## config.mk

```make
export PLATFORM = sky130hd
export DESIGN_NAME = serial_addsub_unit
export DESIGN_NICKNAME = d
export VERILOG_FILES = /design/src/rtl/serial_addsub_unit.sv
export SDC_FILE = /design/constraint.sdc
export NUM_CORES = 1
export LEC_CHECK = 0
export CAP_MARGIN = 20
export CORE_UTILIZATION = 40
export DETAILED_ROUTE_END_ITERATION = 10
export DONT_BUFFER_PORTS = 1
export GPL_TIMING_DRIVEN = 0
export SLEW_MARGIN = 20
export SYNTH_ARGS = -nofsm -noshare
export SYNTH_HDL_FRONTEND = slang
export SYNTH_SLANG_ARGS = --single-unit
```

## constraint.sdc

```tcl
create_clock -name clk -period 3.9 [get_ports clk]
set_clock_uncertainty 0.15 [all_clocks]
set_input_delay 0 -clock clk [delete_from_list [all_inputs] [get_ports clk]]
set_output_delay 0 -clock clk [all_outputs]
set_load 0.01 [all_outputs]
```

## src/rtl/serial_addsub_unit.sv

```systemverilog
// Chunk-serial add/subtract unit: CHUNK bits per clock, LSB chunk first,
// start/busy/done handshake, registered result and {N,C,V,Z} flags.
module serial_addsub_unit #(
  parameter int N     = 8,
  parameter int CHUNK = 2
) (
  input  logic         clk,
  input  logic         rst_n,
  input  logic         start,
  input  logic [1:0]   op,
  input  logic [N-1:0] a,
  input  logic [N-1:0] b,
  output logic         busy,
  output logic         done,
  output logic [N-1:0] result,
  output logic [3:0]   flags
);

  localparam int P  = N / CHUNK;
  localparam int CW = (P > 1) ? $clog2(P) : 1;

  typedef enum logic [1:0] {
    IDLE = 2'd0,
    RUN  = 2'd1,
    DONE = 2'd2
  } state_t;

  state_t          state_r;
  logic [CW-1:0]   cnt_r;
  logic [N-1:0]    x_r;
  logic [N-1:0]    y_r;
  logic [N-1:0]    acc_r;
  logic [1:0]      op_r;
  logic            carry_r;

  logic [CHUNK-1:0] x_chunk_s;
  logic [CHUNK-1:0] y_chunk_s;
  logic [CHUNK-1:0] sum_chunk_s;
  logic             cout_s;
  logic [N-1:0]     full_sum_s;
  logic             v_s;
  logic             c_flag_s;

  // Chunk adder; on the last chunk its MSBs are the operand/sum sign bits,
  // so V is read straight off the chunk (for subtract ~Y carries Y's sign inverted).
  always_comb begin
    x_chunk_s = x_r[CHUNK-1:0];
    if (op_r == 2'b00) begin
      y_chunk_s = y_r[CHUNK-1:0];
    end else begin
      y_chunk_s = ~y_r[CHUNK-1:0];
    end
    {cout_s, sum_chunk_s} = {1'b0, x_chunk_s} + {1'b0, y_chunk_s} + {{CHUNK{1'b0}}, carry_r};
    full_sum_s = (N'(sum_chunk_s) << (N - CHUNK)) | (acc_r >> CHUNK);
    v_s = (x_chunk_s[CHUNK-1] == y_chunk_s[CHUNK-1]) &&
          (sum_chunk_s[CHUNK-1] != x_chunk_s[CHUNK-1]);
    if (op_r == 2'b00) begin
      c_flag_s = cout_s;
    end else begin
      c_flag_s = ~cout_s;
    end
  end

  // Control FSM, operand/accumulator shift registers and registered outputs.
  always_ff @(posedge clk or negedge rst_n) begin
    if (!rst_n) begin
      state_r <= IDLE;
      cnt_r   <= {CW{1'b0}};
      x_r     <= {N{1'b0}};
      y_r     <= {N{1'b0}};
      acc_r   <= {N{1'b0}};
      op_r    <= 2'b00;
      carry_r <= 1'b0;
      busy    <= 1'b0;
      done    <= 1'b0;
      result  <= {N{1'b0}};
      flags   <= 4'b0000;
    end else begin
      case (state_r)
        IDLE, DONE: begin
          done <= 1'b0;
          if (start) begin
            if (op == 2'b10) begin
              x_r <= b;
              y_r <= a;
            end else begin
              x_r <= a;
              y_r <= b;
            end
            op_r    <= op;
            carry_r <= (op != 2'b00);
            acc_r   <= {N{1'b0}};
            cnt_r   <= {CW{1'b0}};
            busy    <= 1'b1;
            state_r <= RUN;
          end else begin
            state_r <= IDLE;
          end
        end
        RUN: begin
          x_r     <= x_r >> CHUNK;
          y_r     <= y_r >> CHUNK;
          acc_r   <= full_sum_s;
          carry_r <= cout_s;
          if (cnt_r == CW'(P - 1)) begin
            cnt_r   <= {CW{1'b0}};
            busy    <= 1'b0;
            done    <= 1'b1;
            state_r <= DONE;
            flags   <= {full_sum_s[N-1], c_flag_s, v_s, (full_sum_s == {N{1'b0}})};
            if (op_r != 2'b11) begin
              result <= full_sum_s;
            end else begin
              result <= result;
            end
          end else begin
            cnt_r <= cnt_r + CW'(1);
            done  <= 1'b0;
          end
        end
        default: begin
          state_r <= IDLE;
          busy    <= 1'b0;
          done    <= 1'b0;
        end
      endcase
    end
  end

endmodule

```

==> impl_metrics.tcl, run 1 <==
set metrics [dict create \
    wire_per_inst_um 15.23 \
    r2r_end "flags[0]$_DFFE_PN0P_" \
    crit_end "flags[0]$_DFFE_PN0P_" \
    area_growth_pct 24.62 \
    diodes 0 \
    cap_violations 0 \
    grt-ovfl-total 0 \
    p_int_mw 1.340 \
    cts_sinks 43 \
    rsz0062_at_grt "false" \
    yosysWarnings 0 \
    ys_ff_latch 43 \
    antenna_found_initial 0 \
    pwr-share-seq 0.404 \
    ys_seq_area_frac 0.5053 \
    place_area_um2 2217 \
    cts-root-buf "clkbuf_8" \
    p_clk_frac 0.199 \
    core-area_um2 5107 \
    slew_viol_final 0 \
    synth_ff_type "dfrtp_1" \
    drc_errors 0 \
    yosysTopAreaCell "dfrtp_1" \
    timing.critical_path.from "op_r[1]$_DFFE_PN0P_" \
    cts_tree "done" \
    via_per_inst 5.338 \
    setup_viol 0 \
    timing.hold.ws_ps 13.12 \
    clk_latency_ps 300 \
    synth_nets 199 \
    yosysTopAreaCellShare 0.5053 \
    synthTopCellsByArea "dfrtp_1, mux2i_1, mux2_2" \
    nNetsFinal 235 \
    synthesis.instances 174 \
    arrival_ps 2530 \
    syn_area_per_cell_um2 12.24 \
    fin_area_um2 2654 \
    netSwitchingFraction 0.3511 \
    synth_most_common_cell "dfrtp_1" \
    grt_max_degree 44 \
    cp-end-kind "register" \
    cts_buffer_depth 2 \
    grt_pass1_vias 1525 \
    ant_nets 0 \
    io_pins 35 \
    r2r_slack_ps 1440 \
    finalHoldViolations 0 \
    cts_made_buffers 5 \
    htree_levels 2 \
    relSlewSlack 0.6933 \
    grt_pass1_wl_um 7017 \
    synth_cell_types 32 \
    worst_setup_path_start_kind "register" \
    grt_util_all_layers 0.1688 \
    drive_gt1_frac 0.1896 \
    via_count 1500 \
    peakVddDrop_mv 0.2664 \
    p_leak_nw 1.214 \
    min_period_ps 2459 \
    tightestPinTransition_ps 460.0 \
    finalCritPeriodShare 0.6305 \
    synth_edf_count 0 \
    numPortBuffers 0 \
    hpwl_um 2833 \
    fillers 470 \
    post_cts_buffers 0 \
    p_per_area_nw_per_um2 778.3 \
    netlist_top_cells_count "dfrtp_1, mux2i_1, o21ai_0" \
    gp_congestion 0.7666 \
    drtIter0Drc 43 \
    clkTransAtPathRegs_ps 80 \
    die_area_um2 5620 \
    hp-class "in2async" \
    tns_ps 0 \
    reg2reg_depth 7 \
    wirelength_um 4281 \
    std_cell_rows 26 \
    synthArstFlopShare 1.000 \
    syn-cell-area_um2 2130 \
    status "completed" \
    critical_path_class "reg2reg" \
    fmax_mhz 406.7 \
    switchingPower_uw 725.1 \
    worstPathRequired_ps 3970 \
    r2r_start "op_r[1]$_DFFE_PN0P_" \
    combPwrFrac 0.397 \
    first_pass_iters 6 \
    die_y_um 74.97 \
    critical_path.max_fanout 5 \
    initial_utilization 0.4170 \
    die_w_um 74.97 \
]
==> placed cells by master (no fill, tap or decap), types with 2 or more instances in the layout <==
cell type and n:
dfrtp_1 43, buf_2 7, clkbuf_8 5, nor2b_1 2, mux2_2 14, nor3b_1 7
nand2b_1 3, xnor2_1 3, a21o_1 2, mux2i_1 16, inv_1 2, a22o_1 7
nor4_1 2, dlygate4sd3_1 28, nor2_1 6, ha_1 2, a21oi_1 7, o21ai_0 15
nand2_1 6, bufinv_16 2, o2bb2ai_1 4, clkbuf_1 2, mux2_4 8, a22oi_1 4
fa_1 2
==> worst min path at each step <==
stage	depth (start not counted)	start	slack, ps	endpoint
6_report	2	rst_n	10	op_r[1]$_DFFE_PN0P_
2_1_floorplan	0	rst_n	-450	acc_r[2]$_DFFE_PN0P_
5_1_grt	2	rst_n	40	op_r[1]$_DFFE_PN0P_
3_5_place_dp	0	rst_n	-440	done$_DFF_PN0_
4_1_cts	2	rst_n	30	y_r[3]$_DFFE_PN0P_
3_3_place_gp	0	rst_n	-440	done$_DFF_PN0_
==> registers in the layout, indices dropped and copies added, names as in the netlist <==
signal   count
x_r          8
flags        4
state_r      2
busy         1
cnt_r        2
op_r         2
done         1
carry_r      1
acc_r        6
y_r          8
result       8
==> power by group through the flow <==
stage	combinational (mW)	sequential (mW)	clock, mW
2_1_floorplan	0.658	0.796	0
3_3_place_gp	0.768	0.836	0
3_5_place_dp	0.787	0.846	0
4_1_cts	0.829	0.837	0.417
5_1_grt	0.916	0.865	0.440
6_report	0.819	0.834	0.412
==> through the flow <==
stage / setup WS (ps) / utilization / std cells / total power, mW
3_3_place_gp: 1460 / 0.4341 / 244 / 1.605
3_5_place_dp: 1430 / 0.4341 / 244 / 1.633
4_1_cts: 1412 / 0.5196 / 281 / 2.083
6_report: 1441 / 0.5196 / 281 / 2.065
2_1_floorplan: 1621 / - / 174 / 1.454
5_1_grt: 1271 / 0.5196 / 281 / 2.220
==> metal layers <==
| metal | wire length (µm) | GRT usage | share of wire |
|---|---|---|---|
| met2 | 2064 | 0.2813 | 0.48 |
| met3 | 198 | 0.04819 | 0.046 |
| met5 | 0 | 0 | 0 |
| met4 | 46 | 0.06080 | 0.011 |
| met1 | 1972 | 0.2092 | 0.46 |
==> worst max-delay path, stage by stage, from the launching register on <==
cell	delay (ps)
dfrtp_1	400
nor2_1	270
xnor2_1	130
fa_1	390
fa_1	540
nor4_1	290
nand2_1	80
o21ai_0	140
==> layout make-up <==
type / count / area [µm²] / area share
inverter: 2 / 7.507 / 0.002829
tap: 70 / 87.58 / 0.03300
timing repair buffer: 29 / 300.3 / 0.1132
buffer: 11 / 53.80 / 0.02027
multi-input combinational: 118 / 992.2 / 0.3739
sequential: 43 / 1076 / 0.4055
clock inverter: 3 / 67.56 / 0.02546
clock buffer: 5 / 68.82 / 0.02593
==> kinds of logic (layout without fill, tap and decap cells) <==
logic type | count (synthesis) | after routing | share of synthesized area
buffers and inverters | 13 | 50 | 0.02879
AND/OR/NAND/NOR | 30 | 30 | 0.08343
flip-flops | 43 | 43 | 0.5053
multiplexers | 38 | 38 | 0.2056
adder cells (fa/ha/maj) | 4 | 4 | 0.03055
AO/OA/AOI/OAI | 42 | 42 | 0.1298
XOR/XNOR | 4 | 4 | 0.01645
==> timing repair <==
item	4_1_cts	5_1_grt
resized for setup	0	0
hold buffers	29	0
endpoints found under the hold margin	63	0
No activity file was read; power rests on OpenSTA's default activity.
==> run 2, diff against run 1 <==
--- a/config.mk
+++ b/config.mk
@@ -5,6 +5,7 @@
 export SDC_FILE = /design/constraint.sdc
 export NUM_CORES = 1
 export LEC_CHECK = 0
+export ABC_AREA = 1
 export CAP_MARGIN = 20
 export CORE_UTILIZATION = 40
 export DETAILED_ROUTE_END_ITERATION = 10
==> constraint.sdc (replaced) <==
create_clock -name clk -period 1.98 [get_ports clk]
set_clock_uncertainty 0.15 [all_clocks]
set_input_delay 0 -clock clk [delete_from_list [all_inputs] [get_ports clk]]
set_output_delay 0 -clock clk [all_outputs]
set_load 0.01 [all_outputs]
==> run 2 against run 1 <==
The flow now finishes with violations (negative setup slack). Critical endpoint unchanged. Hold slack better by 34 ps. Die area up 2.3%. Wire length up 13%. Power up 110%. Synthesized cell count up 53%. Via count up 23%.
==> impl_metrics.tcl, run 2 <==
set metrics [dict create \
    wirelength_um 4842 \
    synthTopCellsByArea "dfrtp_1, nand2_1, nand3_1" \
    hpwl_um 3114 \
    worstPathRequired_ps 2030 \
    die_area_um2 5752 \
    tns_ps -230.3 \
    timing.critical_path.from "op_r[0]$_DFFE_PN0P_" \
    arrival_ps 2100 \
    drc_errors 0 \
    ant_nets 0 \
    post-route-util 0.5334 \
    peakVddDrop_mv 0.5878 \
    cts_made_buffers 5 \
    hp-class "in2reg" \
    top_regs "result x8, x_r x8, y_r x8" \
    layout_commonest_cell "nand2_1" \
    synth_nets 291 \
    tightestPinTransition_ps 300.3 \
    reg2reg_depth 9 \
    cp_slowest_cell "fa_2" \
    r2r_slack_ps -70 \
    layout_setup_ws_ps -73.08 \
    grt_util_all_layers 0.1956 \
    p_leak_nw 1.388 \
    setup_viol 4 \
    netSwitchingFraction 0.4151 \
    r2r_end "flags[0]$_DFFE_PN0P_" \
    violations "negative setup slack" \
    critical_path.max_fanout 6 \
    antenna_found_initial 0 \
    crit_chain "nor2_4, xnor2_2, fa_2, fa_2, nor2_1, nand2_1, nor2_1, nand2_1, nand2_1" \
    layout_common_cells "nand2_1, nand3_1, dfrtp_1" \
    core-area_um2 5172 \
    std_cell_rows 26 \
    cpMostUsedCell "nand2_1" \
    p_int_mw 2.483 \
    die_w_um 75.84 \
    wire_per_inst_um 12.68 \
    switchingPower_mw 1.762 \
    slew_viol_final 0 \
    via_count 1839 \
    synth_edf_count 0 \
    relSlewSlack 0.7984 \
    area_growth_pct 26.51 \
    grt_max_degree 44 \
    yosysTopAreaCell "dfrtp_1" \
    synth_most_common_cell "nand2_1" \
    worst_setup_path_start_kind "register" \
    finalHoldViolations 0 \
    nNetsFinal 336 \
    fin_cells 382 \
    timing.hold.ws_ps 46.70 \
    diodes 0 \
    drtIter0Drc 101 \
    syn-cell-area_um2 2181 \
    cts_buffer_depth 2 \
    clkTransAtPathRegs_ps 90 \
    first_pass_iters 4 \
    finalPower_mw 4.245 \
    combPwrFrac 0.493 \
    fillers 494 \
    p_clk_frac 0.128 \
    cts_sinks 43 \
    pwr-share-seq 0.379 \
    die_y_um 75.84 \
    htree_levels 2 \
    drive_gt1_frac 0.1250 \
    yosysTopAreaCellShare 0.4934 \
    grt_pass1_vias 1870 \
    critical_path_class "reg2reg" \
    initial_utilization 0.4216 \
    synth_ff_type "dfrtp_1" \
    min_period_ps 2053 \
    grt_pass1_wl_um 8293 \
    cp-end-kind "register" \
    pre_cts_ws_ps -192.6 \
    synth_cell_types 23 \
    slowest_delay_ps 590 \
    grt-ovfl-total 0 \
    status "complete, but fails checks" \
    r2r_start "op_r[0]$_DFFE_PN0P_" \
    fin_area_um2 2759 \
    synthesis.instances 266 \
    gp_congestion 0.8587 \
    clk_latency_ps 290 \
    netlist_top_cells_count "nand2_1, nand3_1, dfrtp_1" \
    rsz0062_at_grt "true" \
    crit_end "flags[0]$_DFFE_PN0P_" \
    dp.cells 336 \
    cap_violations 0 \
    finalCritPeriodShare 1.037 \
    ys_seq_area_frac 0.4934 \
    cts_tree "done" \
    numPortBuffers 0 \
    syn_area_per_cell_um2 8.199 \
    fmax_mhz 487.1 \
    ys_ff_latch 43 \
    cts-root-buf "clkbuf_8" \
    via_per_inst 4.814 \
    synthArstFlopShare 1.000 \
    yosysWarnings 0 \
    io_pins 35 \
    place_area_um2 2273 \
    p_per_area_nw_per_um2 1539 \
]
[run 2: changes by cell type after synthesis, moves of 8 or more]
cell,delta
mux2_2,-14
mux2i_1,-16
nand3_1,+59
mux2_4,-8
o21ai_0,-9
nand2_1,+85
inv_1,+23
[run 2: routing by layer]
metal / up-vias / global-route usage / wire length, µm
li1: 932 / - / -
met1: 861 / 0.2341 / 2192
met2: 42 / 0.3481 / 2410
met3: 4 / 0.03836 / 190
met4: 0 / 0.06996 / 48
met5: - / 0 / 0
[run 2: power by group through the flow]
| stage | Sequential [mW] | Clock [mW] | Combinational, mW |
|---|---|---|---|
| floorplan | 1.56 | 0 | 1.37 |
| global placement | 1.62 | 0 | 1.69 |
| detailed placement | 1.63 | 0 | 1.71 |
| CTS | 1.61 | 0.565 | 2.02 |
| global route | 1.67 | 0.599 | 2.36 |
| finish | 1.61 | 0.544 | 2.09 |
[run 2: what timing repair did]
item | 4_1_cts | 5_1_grt
hold buffers | 33 | 0
hold endpoints to repair | 70 | 0
setup endpoints to repair | 6 | 5
resized for setup | 3 | 1
buffers inserted | 4 | 1
pin swaps | 2 | 5
[run 2: layout make-up]
| cell class | count | area, µm² | share of cell area |
|---|---|---|---|
| clock inverters | 2 | 12.51 | 0.004535 |
| repair buffers | 38 | 385.4 | 0.1397 |
| plain buffers | 9 | 71.32 | 0.02585 |
| clock buffers | 6 | 72.57 | 0.02630 |
| multi-input cells | 186 | 945.9 | 0.3429 |
| inverters | 28 | 107.6 | 0.03900 |
| well taps | 70 | 87.58 | 0.03175 |
| flip-flops and latches | 43 | 1076 | 0.3900 |
[run 2: cell families (layout without fill, tap and decap cells)]
logic type / count (synthesis) / in the layout / share of synthesized area
adders and majority gates: 4 / 4 / 0.02983
AOI/OAI and AO/OA: 10 / 10 / 0.02524
and+or+nand+nor: 170 / 170 / 0.3614
xor gates and xnor gates: 2 / 2 / 0.008034
buffers and inverters: 37 / 83 / 0.08204
DFF: 43 / 43 / 0.4934
[run 2: critical path: cells and delay by family, from the launching register on]
family                   cells  cell delay, ps
flip-flops                   1             430
XOR/XNOR                     1              70
AND/OR/NAND/NOR              6             360
adder cells (fa/ha/maj)      2             930
[run 2: worst min-delay path by stage]
stage / startpoint / endpoint / slack (ps) / depth (start not counted)
final: op[1] / op_r[1]$_DFFE_PN0P_ / 50 / 4
after detailed placement: rst_n / result[3]$_DFFE_PN0P_ / -440 / 0
after global routing: rst_n / result[0]$_DFFE_PN0P_ / 70 / 2
after floorplan: rst_n / acc_r[2]$_DFFE_PN0P_ / -450 / 0
after CTS: op[1] / op_r[1]$_DFFE_PN0P_ / 40 / 4
after global placement: rst_n / result[3]$_DFFE_PN0P_ / -440 / 0
==> run 3, diff against run 2 <==
--- a/config.mk
+++ b/config.mk
@@ -11,6 +11,7 @@
 export DETAILED_ROUTE_END_ITERATION = 10
 export DONT_BUFFER_PORTS = 1
 export GPL_TIMING_DRIVEN = 0
+export RECOVER_POWER = 100
 export SLEW_MARGIN = 20
 export SYNTH_ARGS = -nofsm -noshare
 export SYNTH_HDL_FRONTEND = slang
==> run 3 against run 2 <==
The flow still finishes with violations (negative setup slack). First-iteration DRC count grew 12%. Register-to-register slack barely moved. Via count up 0.49%. Critical endpoint unchanged. Largest cell class unchanged.
==> impl_metrics.tcl, run 3 (synthesis gave the netlist of run 2 again) <==
set metrics [dict create \
    via_per_inst 4.838 \
    netSwitchingFraction 0.4127 \
    finalHoldViolations 0 \
    core-area_um2 5172 \
    cts_tree "done" \
    hpwl_um 3114 \
    layout_common_cells "nand2_1, nand3_1, dfrtp_1" \
    wire_per_inst_um 12.60 \
    first_pass_iters 4 \
    cap_violations 0 \
    switchingPower_mw 1.723 \
    status "complete, but fails checks" \
    p_int_mw 2.452 \
    area_growth_pct 24.33 \
    combPwrFrac 0.484 \
    crit_family "adder cells" \
    worstPathRequired_ps 2030 \
    grt_pass1_vias 1870 \
    top_regs "result x8, x_r x8, y_r x8" \
    crit_chain "nor2_4, xnor2_2, fa_2, fa_2, nor2_1, nand2_1, nor2_1, nand2_1, nand2_1" \
    gp_congestion 0.8587 \
    critical_path.max_fanout 6 \
    drc_errors 0 \
    clkTransAtPathRegs_ps 90 \
    via_count 1848 \
    drtIter0Drc 113 \
    critPathBufInv 0 \
    cts_sinks 43 \
    grt-ovfl-total 0 \
    critical_path_class "reg2reg" \
    fmax_mhz 487.3 \
    rsz0062_at_grt "true" \
    drive_gt1_frac 0.1058 \
    die_w_um 75.84 \
    p_clk_frac 0.131 \
    cpMostUsedCell "nand2_1" \
    die_area_um2 5752 \
    initial_utilization 0.4216 \
    cts_made_buffers 5 \
    numPortBuffers 0 \
    relSlewSlack 0.2861 \
    diodes 0 \
    wirelength_um 4815 \
    io_pins 35 \
    std_cell_rows 26 \
    peakVddDrop_mv 0.5889 \
    min_period_ps 2052 \
    pwr-share-seq 0.385 \
    p_leak_nw 1.365 \
    layout_setup_ws_ps -71.95 \
    grt_max_degree 44 \
    tightestPinTransition_ps 1071 \
    htree_levels 2 \
    cts-root-buf "clkbuf_8" \
    timing.hold.ws_ps 48.96 \
    tns_ps -322.5 \
    slew_viol_final 0 \
    die_y_um 75.84 \
    violations "negative setup slack" \
    p_per_area_nw_per_um2 1540 \
    antenna_found_initial 0 \
    grt_pass1_wl_um 8293 \
    setup_viol 6 \
    nNetsFinal 336 \
    grt_util_all_layers 0.1956 \
    ant_nets 0 \
    hp-class "in2reg" \
    layout_commonest_cell "nand2_1" \
    finalCritPeriodShare 1.036 \
    arrival_ps 2100 \
    cp-end-kind "register" \
    cts_buffer_depth 2 \
    cp_slowest_cell "fa_2" \
    worst_setup_path_start_kind "register" \
    slowest_delay_ps 590 \
    clk_latency_ps 300 \
]
[run 3: cell count changes in the layout (fill, tap and decap cells not counted)]
cell	before	now
buf_16	1	0
buf_4	8	7
clkbuf_1	1	2
clkbuf_2	0	1
inv_1	25	27
inv_2	2	0
nand2_1	91	93
nand2_2	3	1
nor2_1	8	9
nor2_8	1	0
[run 3: layout make-up]
cell class,count,area (µm²)
buffer,9,67.56
clock buffer,6,72.57
clock inverter,2,12.51
fill,502,2461
inverter,28,107.6
multi-input combinational,186,924.6
sequential,43,1076
tap,70,87.58
timing repair buffer,38,362.8
[run 3: power groups by stage]
stage	Clock (mW)	Combinational [mW]	Sequential, mW
5_1_grt	0.599	2.30	1.67
4_1_cts	0.565	2.02	1.61
3_3_place_gp	0	1.69	1.62
2_1_floorplan	0	1.37	1.56
6_report	0.545	2.02	1.61
3_5_place_dp	0	1.71	1.63
[run 3: path summary, 6_finish.rpt]
kind / startpoint / end / slack, ps / cells past startpoint
max: op_r[0]$_DFFE_PN0P_ / flags[0]$_DFFE_PN0P_ / -70 / 9
min: op[1] / op_r[1]$_DFFE_PN0P_ / 50 / 4
max reg2reg: op_r[0]$_DFFE_PN0P_ / flags[0]$_DFFE_PN0P_ / -70 / 9
min reg2reg: cnt_r[1]$_DFFE_PN0P_ / cnt_r[1]$_DFFE_PN0P_ / 330 / 2
max in group asynchronous: rst_n / state_r[1]$_DFFE_PN0P_ / 730 / 2
min in group asynchronous: rst_n / result[7]$_DFFE_PN0P_ / 300 / 2
[run 3: tightest hold or removal path, stage by stage]
cell and delay, ps:
buf_2 140, buf_2 190, nand2_1 80, nand2_1 40
[run 3: stage by stage]
stage / area (µm²) / util / setup WS [ps] / cells / power [mW]
final: 2711 / 0.5242 / -71.95 / 382 / 4.174
after global routing: 2711 / 0.5242 / -168.1 / 382 / 4.565
after CTS: 2751 / 0.5319 / -59.77 / 381 / 4.191
after detailed placement: 2273 / 0.4395 / -192.6 / 336 / 3.334
after global placement: 2273 / 0.4395 / -207.4 / 336 / 3.305
after floorplan: 2186 / - / -48.67 / 266 / 2.938
[run 3: timing repair]
item	in CTS	in global routing
resized for setup	3	1
setup buffers	4	1
hold buffers	33	0
setup endpoints to repair	6	5
hold endpoints to repair	70	0
pin swaps	2	5
cloned	0	0
[run 3: layer usage]
metal | track usage | part of all wire
met1 | 0.2341 | 0.46
met5 | 0 | 0
met3 | 0.03836 | 0.035
met4 | 0.06996 | 0.0037
met2 | 0.3481 | 0.50
